## src/rtl/commit_csr_unit_pkg.sv

```systemverilog
// Shared types, CSR addresses and helpers for the commit/CSR unit.
package commit_csr_unit_pkg;

    typedef logic [4:0]  reg_id_t;
    typedef logic [11:0] csr_addr_t;
    typedef logic [31:0] data_t;
    typedef logic [31:0] vaddr_t;
    typedef logic [4:0]  excpt_cause_t;

    localparam csr_addr_t CSR_MSTATUS   = 12'h300;
    localparam csr_addr_t CSR_MTVEC     = 12'h305;
    localparam csr_addr_t CSR_MSCRATCH  = 12'h340;
    localparam csr_addr_t CSR_MEPC      = 12'h341;
    localparam csr_addr_t CSR_MCAUSE    = 12'h342;
    localparam csr_addr_t CSR_MTVAL     = 12'h343;
    localparam csr_addr_t CSR_SATP      = 12'h180;
    localparam csr_addr_t CSR_MCYCLE    = 12'hB00;
    localparam csr_addr_t CSR_MINSTRET  = 12'hB02;
    localparam csr_addr_t CSR_MCYCLEH   = 12'hB80;
    localparam csr_addr_t CSR_MINSTRETH = 12'hB82;
    localparam csr_addr_t CSR_MHARTID   = 12'hF14;

    typedef struct packed {
        logic [1:0] mpp;
        logic       mpie;
        logic       mie;
    } mstatus_t;

    typedef enum logic {
        RD_IDLE,
        RD_FIRE
    } redirect_state_e;

    function automatic data_t mstatus_pack(mstatus_t s);
        return {19'b0, s.mpp, 3'b0, s.mpie, 3'b0, s.mie, 3'b0};
    endfunction

endpackage

```

## src/rtl/commit_csr_unit_if.sv

```systemverilog
// ROB head commit/exception bundle into the commit unit.
interface commit_csr_unit_if;
    import commit_csr_unit_pkg::*;

    logic         commit_valid;
    logic         commit_is_wb;
    logic         commit_is_csr_wb;
    logic         commit_is_mret;
    reg_id_t      commit_reg_id;
    csr_addr_t    commit_csr_addr;
    data_t        commit_data;
    data_t        commit_csr_data;
    vaddr_t       commit_pc;
    logic         flush;
    logic         excp_we;
    excpt_cause_t excp_cause;
    data_t        excp_pc;
    data_t        excp_tval;

    modport master (
        output commit_valid, commit_is_wb, commit_is_csr_wb,
        output commit_is_mret, commit_reg_id, commit_csr_addr,
        output commit_data, commit_csr_data, commit_pc, flush,
        output excp_we, excp_cause, excp_pc, excp_tval
    );

    modport slave (
        input commit_valid, commit_is_wb, commit_is_csr_wb,
        input commit_is_mret, commit_reg_id, commit_csr_addr,
        input commit_data, commit_csr_data, commit_pc, flush,
        input excp_we, excp_cause, excp_pc, excp_tval
    );

endinterface

```

## src/rtl/commit_csr_unit_counters.sv

```systemverilog
// mcycle / minstret 64-bit counters; a CSR write to the low word wins over counting.
module commit_csr_unit_counters
    import commit_csr_unit_pkg::*;
(
    input  logic        clk_i,
    input  logic        rst_i,
    input  logic        retire_i,
    input  logic        we_i,
    input  csr_addr_t   waddr_i,
    input  data_t       wdata_i,
    output logic [63:0] mcycle_o,
    output logic [63:0] minstret_o
);

    logic [63:0] mcycle_d, mcycle_q;
    logic [63:0] minstret_d, minstret_q;

    always_comb begin
        mcycle_d   = mcycle_q + 64'd1;
        minstret_d = minstret_q + {63'b0, retire_i};
        if (we_i && waddr_i == CSR_MCYCLE) begin
            mcycle_d = {mcycle_q[63:32], wdata_i};
        end
        if (we_i && waddr_i == CSR_MINSTRET) begin
            minstret_d = {minstret_q[63:32], wdata_i};
        end
    end

    always_ff @(posedge clk_i or posedge rst_i) begin
        if (rst_i) begin
            mcycle_q   <= '0;
            minstret_q <= '0;
        end else begin
            mcycle_q   <= mcycle_d;
            minstret_q <= minstret_d;
        end
    end

    assign mcycle_o   = mcycle_q;
    assign minstret_o = minstret_q;

endmodule

```

## src/rtl/commit_csr_unit.sv

```systemverilog
// In-order commit: RF writeback, M-mode CSRs, trap/mret and front-end redirect.
module commit_csr_unit
    import commit_csr_unit_pkg::*;
#(
    parameter data_t MTVEC_RESET = 32'h0000_0100,
    parameter data_t HART_ID     = 32'h0
)(
    input  logic               clk_i,
    input  logic               rst_i,
    commit_csr_unit_if.slave   cmt,
    input  csr_addr_t          csr_raddr_i,
    output logic               rf_we_o,
    output reg_id_t            rf_waddr_o,
    output data_t              rf_wdata_o,
    output data_t              csr_rdata_o,
    output logic               redirect_valid_o,
    output vaddr_t             redirect_pc_o,
    output data_t              satp_o,
    output logic               mie_o
);

    logic trap, retire, csr_we, do_mret, satp_wr;

    assign trap    = cmt.excp_we;
    assign retire  = cmt.commit_valid & ~cmt.excp_we;
    assign csr_we  = retire & cmt.commit_is_csr_wb;
    assign do_mret = retire & cmt.commit_is_mret;
    assign satp_wr = csr_we & (cmt.commit_csr_addr == CSR_SATP);

    assign rf_we_o    = retire & cmt.commit_is_wb &
                        (cmt.commit_reg_id != '0);
    assign rf_waddr_o = cmt.commit_reg_id;
    assign rf_wdata_o = cmt.commit_data;

    mstatus_t mstatus_d, mstatus_q;
    data_t    mtvec_d, mtvec_q;
    data_t    mscratch_d, mscratch_q;
    data_t    mepc_d, mepc_q;
    data_t    mcause_d, mcause_q;
    data_t    mtval_d, mtval_q;
    data_t    satp_d, satp_q;

    logic [63:0] mcycle, minstret;

    commit_csr_unit_counters u_counters (
        .clk_i      (clk_i),
        .rst_i      (rst_i),
        .retire_i   (retire),
        .we_i       (csr_we),
        .waddr_i    (cmt.commit_csr_addr),
        .wdata_i    (cmt.commit_csr_data),
        .mcycle_o   (mcycle),
        .minstret_o (minstret)
    );

    always_comb begin
        mstatus_d  = mstatus_q;
        mtvec_d    = mtvec_q;
        mscratch_d = mscratch_q;
        mepc_d     = mepc_q;
        mcause_d   = mcause_q;
        mtval_d    = mtval_q;
        satp_d     = satp_q;
        if (trap) begin
            mepc_d         = cmt.excp_pc;
            mcause_d       = {{($bits(data_t) - $bits(excpt_cause_t)){1'b0}},
                              cmt.excp_cause};
            mtval_d        = cmt.excp_tval;
            mstatus_d.mpie = mstatus_q.mie;
            mstatus_d.mie  = 1'b0;
            mstatus_d.mpp  = 2'b11;
        end else if (do_mret) begin
            mstatus_d.mie  = mstatus_q.mpie;
            mstatus_d.mpie = 1'b1;
            mstatus_d.mpp  = 2'b11;
        end
        if (csr_we) begin
            case (cmt.commit_csr_addr)
                CSR_MSTATUS: begin
                    mstatus_d.mpp  = cmt.commit_csr_data[12:11];
                    mstatus_d.mpie = cmt.commit_csr_data[7];
                    mstatus_d.mie  = cmt.commit_csr_data[3];
                end
                CSR_MTVEC:    mtvec_d    = {cmt.commit_csr_data[31:2], 2'b00};
                CSR_MSCRATCH: mscratch_d = cmt.commit_csr_data;
                CSR_MEPC:     mepc_d     = {cmt.commit_csr_data[31:1], 1'b0};
                CSR_MCAUSE:   mcause_d   = cmt.commit_csr_data;
                CSR_MTVAL:    mtval_d    = cmt.commit_csr_data;
                CSR_SATP:     satp_d     = cmt.commit_csr_data;
                default: ;
            endcase
        end
    end

    always_ff @(posedge clk_i or posedge rst_i) begin
        if (rst_i) begin
            mstatus_q  <= '{mpp: 2'b11, mpie: 1'b0, mie: 1'b0};
            mtvec_q    <= {MTVEC_RESET[31:2], 2'b00};
            mscratch_q <= '0;
            mepc_q     <= '0;
            mcause_q   <= '0;
            mtval_q    <= '0;
            satp_q     <= '0;
        end else begin
            mstatus_q  <= mstatus_d;
            mtvec_q    <= mtvec_d;
            mscratch_q <= mscratch_d;
            mepc_q     <= mepc_d;
            mcause_q   <= mcause_d;
            mtval_q    <= mtval_d;
            satp_q     <= satp_d;
        end
    end

    // Target is captured from pre-update CSR state at the flush edge.
    vaddr_t redirect_tgt;

    always_comb begin
        redirect_tgt = cmt.commit_pc + 32'd4;
        if (trap) begin
            redirect_tgt = {mtvec_q[31:2], 2'b00};
        end else if (do_mret) begin
            redirect_tgt = mepc_q;
        end else if (satp_wr) begin
            redirect_tgt = cmt.commit_pc + 32'd4;
        end
    end

    redirect_state_e state_q;
    vaddr_t          redirect_pc_q;

    always_ff @(posedge clk_i or posedge rst_i) begin
        if (rst_i) begin
            state_q       <= RD_IDLE;
            redirect_pc_q <= '0;
        end else begin
            case (state_q)
                RD_IDLE, RD_FIRE: begin
                    if (cmt.flush) begin
                        state_q       <= RD_FIRE;
                        redirect_pc_q <= redirect_tgt;
                    end else begin
                        state_q <= RD_IDLE;
                    end
                end
                default: state_q <= RD_IDLE;
            endcase
        end
    end

    assign redirect_valid_o = (state_q == RD_FIRE);
    assign redirect_pc_o    = redirect_pc_q;
    assign satp_o           = satp_q;
    assign mie_o            = mstatus_q.mie;

    always_comb begin
        csr_rdata_o = '0;
        case (csr_raddr_i)
            CSR_MSTATUS:   csr_rdata_o = mstatus_pack(mstatus_q);
            CSR_MTVEC:     csr_rdata_o = mtvec_q;
            CSR_MSCRATCH:  csr_rdata_o = mscratch_q;
            CSR_MEPC:      csr_rdata_o = mepc_q;
            CSR_MCAUSE:    csr_rdata_o = mcause_q;
            CSR_MTVAL:     csr_rdata_o = mtval_q;
            CSR_SATP:      csr_rdata_o = satp_q;
            CSR_MCYCLE:    csr_rdata_o = mcycle[31:0];
            CSR_MCYCLEH:   csr_rdata_o = mcycle[63:32];
            CSR_MINSTRET:  csr_rdata_o = minstret[31:0];
            CSR_MINSTRETH: csr_rdata_o = minstret[63:32];
            CSR_MHARTID:   csr_rdata_o = HART_ID;
            default:       csr_rdata_o = '0;
        endcase
    end

endmodule

```

## src/flat_wrapper.sv

```systemverilog
// flat-port wrapper written by rule: the top's interface ports become plain ports
module commit_csr_unit_flat import commit_csr_unit_pkg::*;
#(
    parameter data_t MTVEC_RESET = 32'h0000_0100,
    parameter data_t HART_ID     = 32'h0
)
  (clk_i, rst_i, csr_raddr_i, rf_we_o, rf_waddr_o, rf_wdata_o, csr_rdata_o, redirect_valid_o, redirect_pc_o, satp_o, mie_o, cmt_commit_valid, cmt_commit_is_wb, cmt_commit_is_csr_wb, cmt_commit_is_mret, cmt_commit_reg_id, cmt_commit_csr_addr, cmt_commit_data, cmt_commit_csr_data, cmt_commit_pc, cmt_flush, cmt_excp_we, cmt_excp_cause, cmt_excp_pc, cmt_excp_tval);
  commit_csr_unit_if cmt_i ();
  input  logic clk_i;
  input  logic rst_i;
  input  csr_addr_t csr_raddr_i;
  output logic rf_we_o;
  output reg_id_t rf_waddr_o;
  output data_t rf_wdata_o;
  output data_t csr_rdata_o;
  output logic redirect_valid_o;
  output vaddr_t redirect_pc_o;
  output data_t satp_o;
  output logic mie_o;
  input wire logic [$bits(cmt_i.commit_valid)-1:0] cmt_commit_valid;
  input wire logic [$bits(cmt_i.commit_is_wb)-1:0] cmt_commit_is_wb;
  input wire logic [$bits(cmt_i.commit_is_csr_wb)-1:0] cmt_commit_is_csr_wb;
  input wire logic [$bits(cmt_i.commit_is_mret)-1:0] cmt_commit_is_mret;
  input wire logic [$bits(cmt_i.commit_reg_id)-1:0] cmt_commit_reg_id;
  input wire logic [$bits(cmt_i.commit_csr_addr)-1:0] cmt_commit_csr_addr;
  input wire logic [$bits(cmt_i.commit_data)-1:0] cmt_commit_data;
  input wire logic [$bits(cmt_i.commit_csr_data)-1:0] cmt_commit_csr_data;
  input wire logic [$bits(cmt_i.commit_pc)-1:0] cmt_commit_pc;
  input wire logic [$bits(cmt_i.flush)-1:0] cmt_flush;
  input wire logic [$bits(cmt_i.excp_we)-1:0] cmt_excp_we;
  input wire logic [$bits(cmt_i.excp_cause)-1:0] cmt_excp_cause;
  input wire logic [$bits(cmt_i.excp_pc)-1:0] cmt_excp_pc;
  input wire logic [$bits(cmt_i.excp_tval)-1:0] cmt_excp_tval;
  assign cmt_i.commit_valid = cmt_commit_valid;
  assign cmt_i.commit_is_wb = cmt_commit_is_wb;
  assign cmt_i.commit_is_csr_wb = cmt_commit_is_csr_wb;
  assign cmt_i.commit_is_mret = cmt_commit_is_mret;
  assign cmt_i.commit_reg_id = cmt_commit_reg_id;
  assign cmt_i.commit_csr_addr = cmt_commit_csr_addr;
  assign cmt_i.commit_data = cmt_commit_data;
  assign cmt_i.commit_csr_data = cmt_commit_csr_data;
  assign cmt_i.commit_pc = cmt_commit_pc;
  assign cmt_i.flush = cmt_flush;
  assign cmt_i.excp_we = cmt_excp_we;
  assign cmt_i.excp_cause = cmt_excp_cause;
  assign cmt_i.excp_pc = cmt_excp_pc;
  assign cmt_i.excp_tval = cmt_excp_tval;
  commit_csr_unit #(.MTVEC_RESET(MTVEC_RESET), .HART_ID(HART_ID)) u_core (.clk_i(clk_i), .rst_i(rst_i), .cmt(cmt_i), .csr_raddr_i(csr_raddr_i), .rf_we_o(rf_we_o), .rf_waddr_o(rf_waddr_o), .rf_wdata_o(rf_wdata_o), .csr_rdata_o(csr_rdata_o), .redirect_valid_o(redirect_valid_o), .redirect_pc_o(redirect_pc_o), .satp_o(satp_o), .mie_o(mie_o));
endmodule
```

## config.mk

```make
export PLATFORM = sky130hd
export DESIGN_NAME = commit_csr_unit_flat
export DESIGN_NICKNAME = d
export VERILOG_FILES = /design/src/rtl/commit_csr_unit_pkg.sv /design/src/rtl/commit_csr_unit_if.sv /design/src/rtl/commit_csr_unit_counters.sv /design/src/rtl/commit_csr_unit.sv /design/src/flat_wrapper.sv
export SDC_FILE = /design/constraint.sdc
export NUM_CORES = 1
export LEC_CHECK = 0
export CAP_MARGIN = 25
export CORE_UTILIZATION = 40
export DETAILED_ROUTE_END_ITERATION = 8
export GPL_ROUTABILITY_DRIVEN = 0
export SLEW_MARGIN = 10
export SYNTH_ARGS = -nofsm -noshare
export SYNTH_HDL_FRONTEND = slang
export SYNTH_SLANG_ARGS = --single-unit
export TNS_END_PERCENT = 10
```

## constraint.sdc

```tcl
create_clock -name clk_i -period 13.76 [get_ports clk_i]
set_input_delay 2.752 -clock clk_i [delete_from_list [all_inputs] [get_ports clk_i]]
set_output_delay 2.752 -clock clk_i [all_outputs]
set_load 0.005 [all_outputs]
```

==> impl_summary.md, run 1 <==
Placed design
The worst slack at placement is 4394 ps. Including well taps, the total number of placed cells is 2,699. The count of buffers added on input and output ports is 273. Detailed placement ended at an HPWL of 54,340 µm.

Hold path
Counting instances, the worst hold path has a depth of 1. In this run the most critical hold path is launched from u_core.u_counters.minstret_o[63]. The min-delay analysis places its worst path in the category flip-flop to flip-flop. The path with the worst hold slack has its endpoint at u_core.u_counters.minstret_o[63].

Logic synthesis
Synthesis produced a netlist with a net count of 2,138. Of all flip-flops after synthesis, the portion carrying an async set or reset was 100.0%. The top cell type by total area after synthesis is sky130_fd_sc_hd__dfrtp_1. After synthesis, the cell types taking the most area are sky130_fd_sc_hd__dfrtp_1 (46%), sky130_fd_sc_hd__mux2_2 (6.9%), sky130_fd_sc_hd__mux2i_1 (6.0%), sky130_fd_sc_hd__xor2_1 (5.0%), sky130_fd_sc_hd__nand2_1 (3.0%). The synthesized design devotes to its leading area cell type 45.63% of total area. Among all cell types in the netlist, the one instantiated most often is sky130_fd_sc_hd__dfrtp_1. By count the netlist is led by sky130_fd_sc_hd__dfrtp_1 (352), sky130_fd_sc_hd__nand2_1 (154), sky130_fd_sc_hd__nor2_1 (146). Synthesis produced 1,932 cells. The main flop type after synthesis is sky130_fd_sc_hd__dfrtp_1. Yosys mapped the design onto 64 distinct sky130hd cell types. The synthesized netlist occupies a cell area of 0.01930 mm². The count of flip-flops with a built-in enable after synthesis is 0. The count of synthesis-stage warnings from yosys is 0. The average instance in the mapped netlist occupies 9.992 µm².

The post-synthesis register bit count is 355. Sequential cells were found to cover 46.04% of the synthesized design area.

Setup path
Traced cell by cell, the critical path runs through clkdlybuf4s50_1 > nor2b_1 > nand4_1 > nor2_1 > a221oi_1 > nand3_1 > clkdlybuf4s50_1. In this run the register-to-register setup slack is 10,260 ps. The delay of the slowest cell on the worst path is 980 ps.

The path length in cells of the critical path is 7. The worst setup path is launched from an input pin. The critical path in this run is classified as input pin to output pin. STA classifies the critical path endpoint as an output pin. Measured in cells, the most critical reg-to-reg path has a length of 5. The worst register-to-register path ends at u_core.u_counters.mcycle_o[53].

The most common cell type on the critical path is sky130_fd_sc_hd__clkdlybuf4s50_1. The buffers plus inverters on the worst setup path is 2. The required time of the critical path is 11,010 ps. The signal arrival time at the worst endpoint is 6550 ps. Of all nets on the critical path, the largest fanout is 10. The kind of cell with the highest combined delay on the critical path is simple AND/OR/NAND/NOR gates. The slowest stage of the critical path is the sky130_fd_sc_hd__nor2_1 cell. The worst register-to-register path begins at u_core.u_counters.mcycle_o[7].

Clock network
Clock-pin slew was measured on the worst setup and hold paths at 60 ps. The maximum count of clock buffers along a single path is 3. The TritonCTS clock tree is yes. The post-CTS setup repair buffer count is 0.

The clock insertion delay at the later pin of the skew report is 580 ps. In this run, post-CTS hold repair placed 0 buffers. Clock tree synthesis found a total of 355 sinks. The number of resized instances in the post-cts repair step is 0.

The number of clock buffers added by TritonCTS is 42. The clock root buffer is sky130_fd_sc_hd__clkbuf_16. The H-tree depth reported by CTS is 2.

Power
IR analysis of the VDD net gives a maximum drop of 75.18 µV. Power spread over the standard cell area amounts to 105.9 mW/mm². The power consumption is 2.527 mW.

The cell leakage power is 10.59 nW.

Route
The average wire per standard cell is 26.33 µm. For this run, design rule violations remaining after detail routing come to 0. The vias per cell is 6.058.

Once detail routing completed, the nets flagged for antenna violations numbered 0. The total wire length is 73,280 µm. The total number of vias is 16,859. The first detailed-routing pass took 6 iterations. The first routing iteration left 1,763 violations.

Timing
The setup TNS is 0 ps. The achievable frequency is 0.1075 GHz. The headroom to the max-slew limit is 27.52%. The routed design could run at a clock period as short as 9299 ps. The final number of hold-violating endpoints is 0. The final critical path takes up 67.58% of the cycle. The number of pins exceeding their max-slew limit in the final report is 0. The setup slack of the critical path after layout is 4461 ps. Setup violations remaining at the end of the flow were counted as 0. Hold timing on the final database bottoms out at a slack of 484.3 ps. Clock skew on the completed layout was measured at 19.99 ps. For the pin with the worst max-slew slack, the measured transition is 1083 ps. Setup repair after global routing left no endpoint under its margin.

GRT
The via count of the first global-routing pass came to 16,609. The first global-routing pass estimated 107,900 µm of wire. The remaining global-route overflow is 0. The total routing usage reported by global routing is 29.42%.

The initial antenna violation count is 1. The maximum number of pins on one net before global-route repair is 87.

Run status
The run finished with clean final reports.

Floorplan
The die span in y is 221.7 µm. The row count is 80. The initial core utilization is 40.52%.

The floorplan step defined a die boundary enclosing 0.04914 mm². For this design the top-level I/O count stands at 338. In this run the standard cell core region covers 0.04765 mm².

The chip width is 221.7 µm.

Cells and area
The area growth from synthesis to layout is 23.59%. The number of nets in the layout is 2,339. The finished layout holds 2,783 standard cells, fillers aside. The number of fill cells in the layout is 4,406. The share of post-route cells with drive strength above 1 is 12.00%.

Flow run
Across the run, the number of max-cap violations was 0.
-- cells by family after synthesis --
family	after synthesis	synth area share, %
AOI/OAI and AO/OA	355	12.51
buffers and inverters	179	4.355
xor gates and xnor gates	149	6.760
DFF	355	46.04
muxes	234	12.90
adders and majority gates	4	0.2593
and+or+nand+nor	656	17.18
-- metal layers --
layer,up-vias,GRT usage (%),wire [µm]
li1,7461,-,-
met1,8425,37.95,29670
met2,809,48.37,34940
met3,164,4.307,5212
met4,0,14.52,3452
met5,-,0,0
-- cells in the final DEF, fill, tap and decap left out, types with 44 or more instances in the layout --
master	n
sky130_fd_sc_hd__o21ai_0	66
sky130_fd_sc_hd__mux2_2	119
sky130_fd_sc_hd__nand2_1	153
sky130_fd_sc_hd__a21oi_1	88
sky130_fd_sc_hd__nand3_1	83
sky130_fd_sc_hd__and3_1	44
sky130_fd_sc_hd__mux2i_1	115
sky130_fd_sc_hd__nor2_1	146
sky130_fd_sc_hd__clkdlybuf4s50_1	270
sky130_fd_sc_hd__nand4_1	65
sky130_fd_sc_hd__xor2_1	111
sky130_fd_sc_hd__nor3_1	55
sky130_fd_sc_hd__dfrtp_1	352
-- registers in the layout, indices dropped and copies added (netlist names) --
register	count
u_core.mstatus_q	3
u_core.redirect_pc_o	32
u_core.mtvec_q	30
u_core.mepc_q	32
u_core.satp_o	32
u_core.mscratch_q	32
u_core.mcause_q	32
u_core.mtval_q	32
u_core.mie_o	1
u_core.u_counters.mcycle_o	64
u_core.redirect_valid_o	1
u_core.u_counters.minstret_o	64
-- how the worst max path moves through the flow --
stage                          to            from  slack (ps)
2_1_floorplan  u_core.mcause_q[0]           rst_i        1160
6_report          csr_rdata_o[31]  csr_raddr_i[6]        4460
5_1_grt           csr_rdata_o[31]  csr_raddr_i[6]        4430
3_3_place_gp      csr_rdata_o[17]  csr_raddr_i[0]        4550
4_1_cts           csr_rdata_o[17]  csr_raddr_i[0]        4390
3_5_place_dp      csr_rdata_o[17]  csr_raddr_i[0]        4390
-- power breakdown --
part / leakage, nW / switching, mW / total, mW / internal, mW
sequential: 4.64 / 0.0484 / 1.14 / 1.09
combinational: 5.27 / 0.140 / 0.262 / 0.122
clock: 0.688 / 0.465 / 1.13 / 0.661
-- final cells by class --
type / count / area (µm²) / share of cell area [%]
Timing Repair Buffer: 313 / 3053 / 12.80
Multi-Input combinational cell: 1398 / 9667 / 40.52
Clock inverter: 18 / 156.4 / 0.6555
Sequential cell: 355 / 8887 / 37.25
Inverter: 23 / 93.84 / 0.3933
Antenna cell: 2 / 5.005 / 0.02098
Clock buffer: 59 / 1226 / 5.140
Tap cell: 615 / 769.5 / 3.225
-- through the flow --
step / area [µm²] / util, %
3_5_place_dp: 22410 / 47.02
4_1_cts: 23790 / 49.93
6_report: 23860 / 50.07
5_1_grt: 23860 / 50.07
2_1_floorplan: 19300 / -
3_3_place_gp: 22400 / 47.00
No activity file was read; power rests on OpenSTA's default activity.
==> inputs of run 2 (changes only) <==
--- a/config.mk
+++ b/config.mk
@@ -9,6 +9,7 @@
 export CORE_UTILIZATION = 40
 export DETAILED_ROUTE_END_ITERATION = 8
 export GPL_ROUTABILITY_DRIVEN = 0
+export PLACE_DENSITY = 0.66
 export SLEW_MARGIN = 10
 export SYNTH_ARGS = -nofsm -noshare
 export SYNTH_HDL_FRONTEND = slang
==> constraint.sdc (replaced) <==
create_clock -name clk_i -period 7.9 [get_ports clk_i]
set_input_delay 1.58 -clock clk_i [delete_from_list [all_inputs] [get_ports clk_i]]
set_output_delay 1.58 -clock clk_i [all_outputs]
set_load 0.005 [all_outputs]
==> run 2 against run 1 <==
Against the previous run:
- sequential power up 74%
- die area unchanged
- clock power up 69%
==> impl_summary.md, run 2 (same netlist as run 1, synthesis figures left out) <==
Cells and area
The total area of multi-input combinational cells is 0.009648 mm². The top cell types in the final layout, fill and taps aside, are sky130_fd_sc_hd__dfrtp_1 (352), sky130_fd_sc_hd__clkdlybuf4s50_1 (270), sky130_fd_sc_hd__nand2_1 (153). In the final design database the tool counted 2,343 nets. The area of all sequential standard cells is 0.008887 mm². Cells with a size suffix above 1 make up 11.68% of the layout.

The library cell used most frequently in the layout, excluding fill and tap cells, is sky130_fd_sc_hd__dfrtp_1. Cells fill 49.95% of the core in the end. The final design instance area without fill is 0.02380 mm². The number of fill cells in the layout is 4,334. The growth of design area from synthesis to finish is 23.29%.

Run status
The run finished with clean final reports.

Setup path
The slowest stage of the critical path is the sky130_fd_sc_hd__or4_1 cell. Counting stages on the worst path, the most repeated cell is sky130_fd_sc_hd__clkdlybuf4s50_1. The maximum net fanout on the critical path is 8. The kind of cell with the highest combined delay on the critical path is simple AND/OR/NAND/NOR gates. STA classifies the critical path endpoint as an output pin.

The buffers plus inverters on the worst setup path is 2. Data on the critical path is required at its endpoint by 6320 ps. For this run, the slowest stage of the critical path takes 720 ps. Data arrives at the worst endpoint at 4900 ps.

The critical path goes through clkdlybuf4s50_1 > or4_1 > nor2_1 > a222oi_1 > o21ai_0 > clkdlybuf4s50_1. The critical path in this run is classified as input pin to output pin. The worst setup path is launched from an input pin.

Placed design
The post-DP HPWL is 52,890 µm. Once placement finished, the instance area stood at 0.02246 mm². The total of buffers placed on input and output ports is 273.

Route
The count of nets left with antenna violations once routing finished came out at 0. The vias per cell is 6.143. The total number of vias is 17,096. Dividing the detail-routed wire length by the instance count gives 25.79 µm.

Before antenna repair, the detailed router went through 9 iterations. For this run, design rule violations remaining after detail routing come to 0. The first routing iteration left 2,340 violations. The total wire length is 71,780 µm.

GRT
The first global-routing pass estimated 107,100 µm of wire. The remaining global-route overflow is 0. The via count of the first global-routing pass came to 16,861. Entering global routing, the biggest net connects 178 pins.

Global routing used 28.75% of the available tracks across all layers. The initial antenna violation count is 2.

Clock network
In this run the post-CTS setup repair buffer count came out at 0. In this run, post-CTS hold repair placed 0 buffers. For the worst-skew pair, the clock arrives at the later sink with an insertion delay of 560 ps. The clock transition time at the flip-flop clock pins of the worst setup and hold paths is 60 ps. The tree built by TritonCTS fans out to 355 sinks. The H-tree generated during clock tree synthesis spans 2 levels. The total clock buffers created by CTS is 40. The number of resized instances in the post-cts repair step is 0. CTS placed an instance of sky130_fd_sc_hd__clkbuf_16 at the clock tree root. TritonCTS built the clock tree. In this run the deepest clock path goes through 3 buffers.

Floorplan
Measured along the y axis, the die boundary spans 221.7 µm. The row count is 80. The die covers 0.04914 mm². 338 I/O pins were placed. The core box area is 0.04765 mm².

Once the floorplan was initialized, standard cells occupied 40.52% of the core. The chip width is 221.7 µm.

Timing
The worst hold slack is 497.9 ps. The final setup skew is 21.40 ps. For the pin with the worst max-slew slack, the measured transition is 1086 ps.

The shortest clock period the worst path allows after layout is 6475 ps. Setup violations remaining at the end of the flow were counted as 0. The setup TNS is 0 ps. Setup repair after global routing left no endpoint under its margin. The number of pins exceeding their max-slew limit in the final report is 0. The fraction of the cycle the final worst path needs is 81.96%. The final number of hold-violating endpoints came to 0. Derived from the worst setup path, the maximum achievable clock frequency is 0.1544 GHz. The headroom to the max-slew limit is 27.57%.

Flow run
The number of max-capacitance violations reported is 0.

Hold path
The class of the tightest hold or removal check is flip-flop to flip-flop.

Power
The worst-case IR drop observed on VDD is 150.4 µV. The power consumption is 4.346 mW. The cell leakage power is 10.55 nW. The ratio of total power to cell area is 182.6 mW/mm².
run 2: layout make-up:
type                       count  share of cell area [%]
tap                          615                   3.233
antenna                        1                 0.01051
clock buffer                  60                   4.821
inverter                      23                  0.3785
sequential                   355                   37.34
multi-input combinational   1398                   40.54
clock inverter                12                  0.7044
timing repair buffer         319                   12.97
run 2: where the power goes:
group / switching [mW] / internal, mW
sequential: 0.0833 / 1.90
combinational: 0.239 / 0.212
clock: 0.777 / 1.14
total: 1.10 / 3.25
run 2: routing by layer:
layer  GRT usage (%)  share of wire [%]  vias up
met3           5.327                8.4      210
met2           46.51                 47      949
met4           14.78                5.4        2
met5               0              0.018        -
met1           36.77                 39     8460
li1                -                  -     7475
run 2: worst paths after layout:
path,startpoint,end,slack [ps],cells past startpoint
worst max-delay path,csr_raddr_i[0],csr_rdata_o[9],1420,6
worst max register to register,u_core.u_counters.mcycle_o[18],u_core.u_counters.mcycle_o[63],4950,5
min in group asynchronous,rst_i,u_core.mepc_q[22],1500,2
worst min register to register,u_core.redirect_pc_o[0],u_core.redirect_pc_o[0],500,1
max in group asynchronous,rst_i,u_core.mtval_q[14],4670,4
worst min-delay path,u_core.redirect_pc_o[0],u_core.redirect_pc_o[0],500,1
run 2: through the flow:
stage / instances / worst slack [ps]
final: 2783 / 1425
after CTS: 2779 / 1536
after global placement: 2705 / 1585
after detailed placement: 2707 / 1556
after global routing: 2782 / 1348
after floorplan: 1932 / 1566
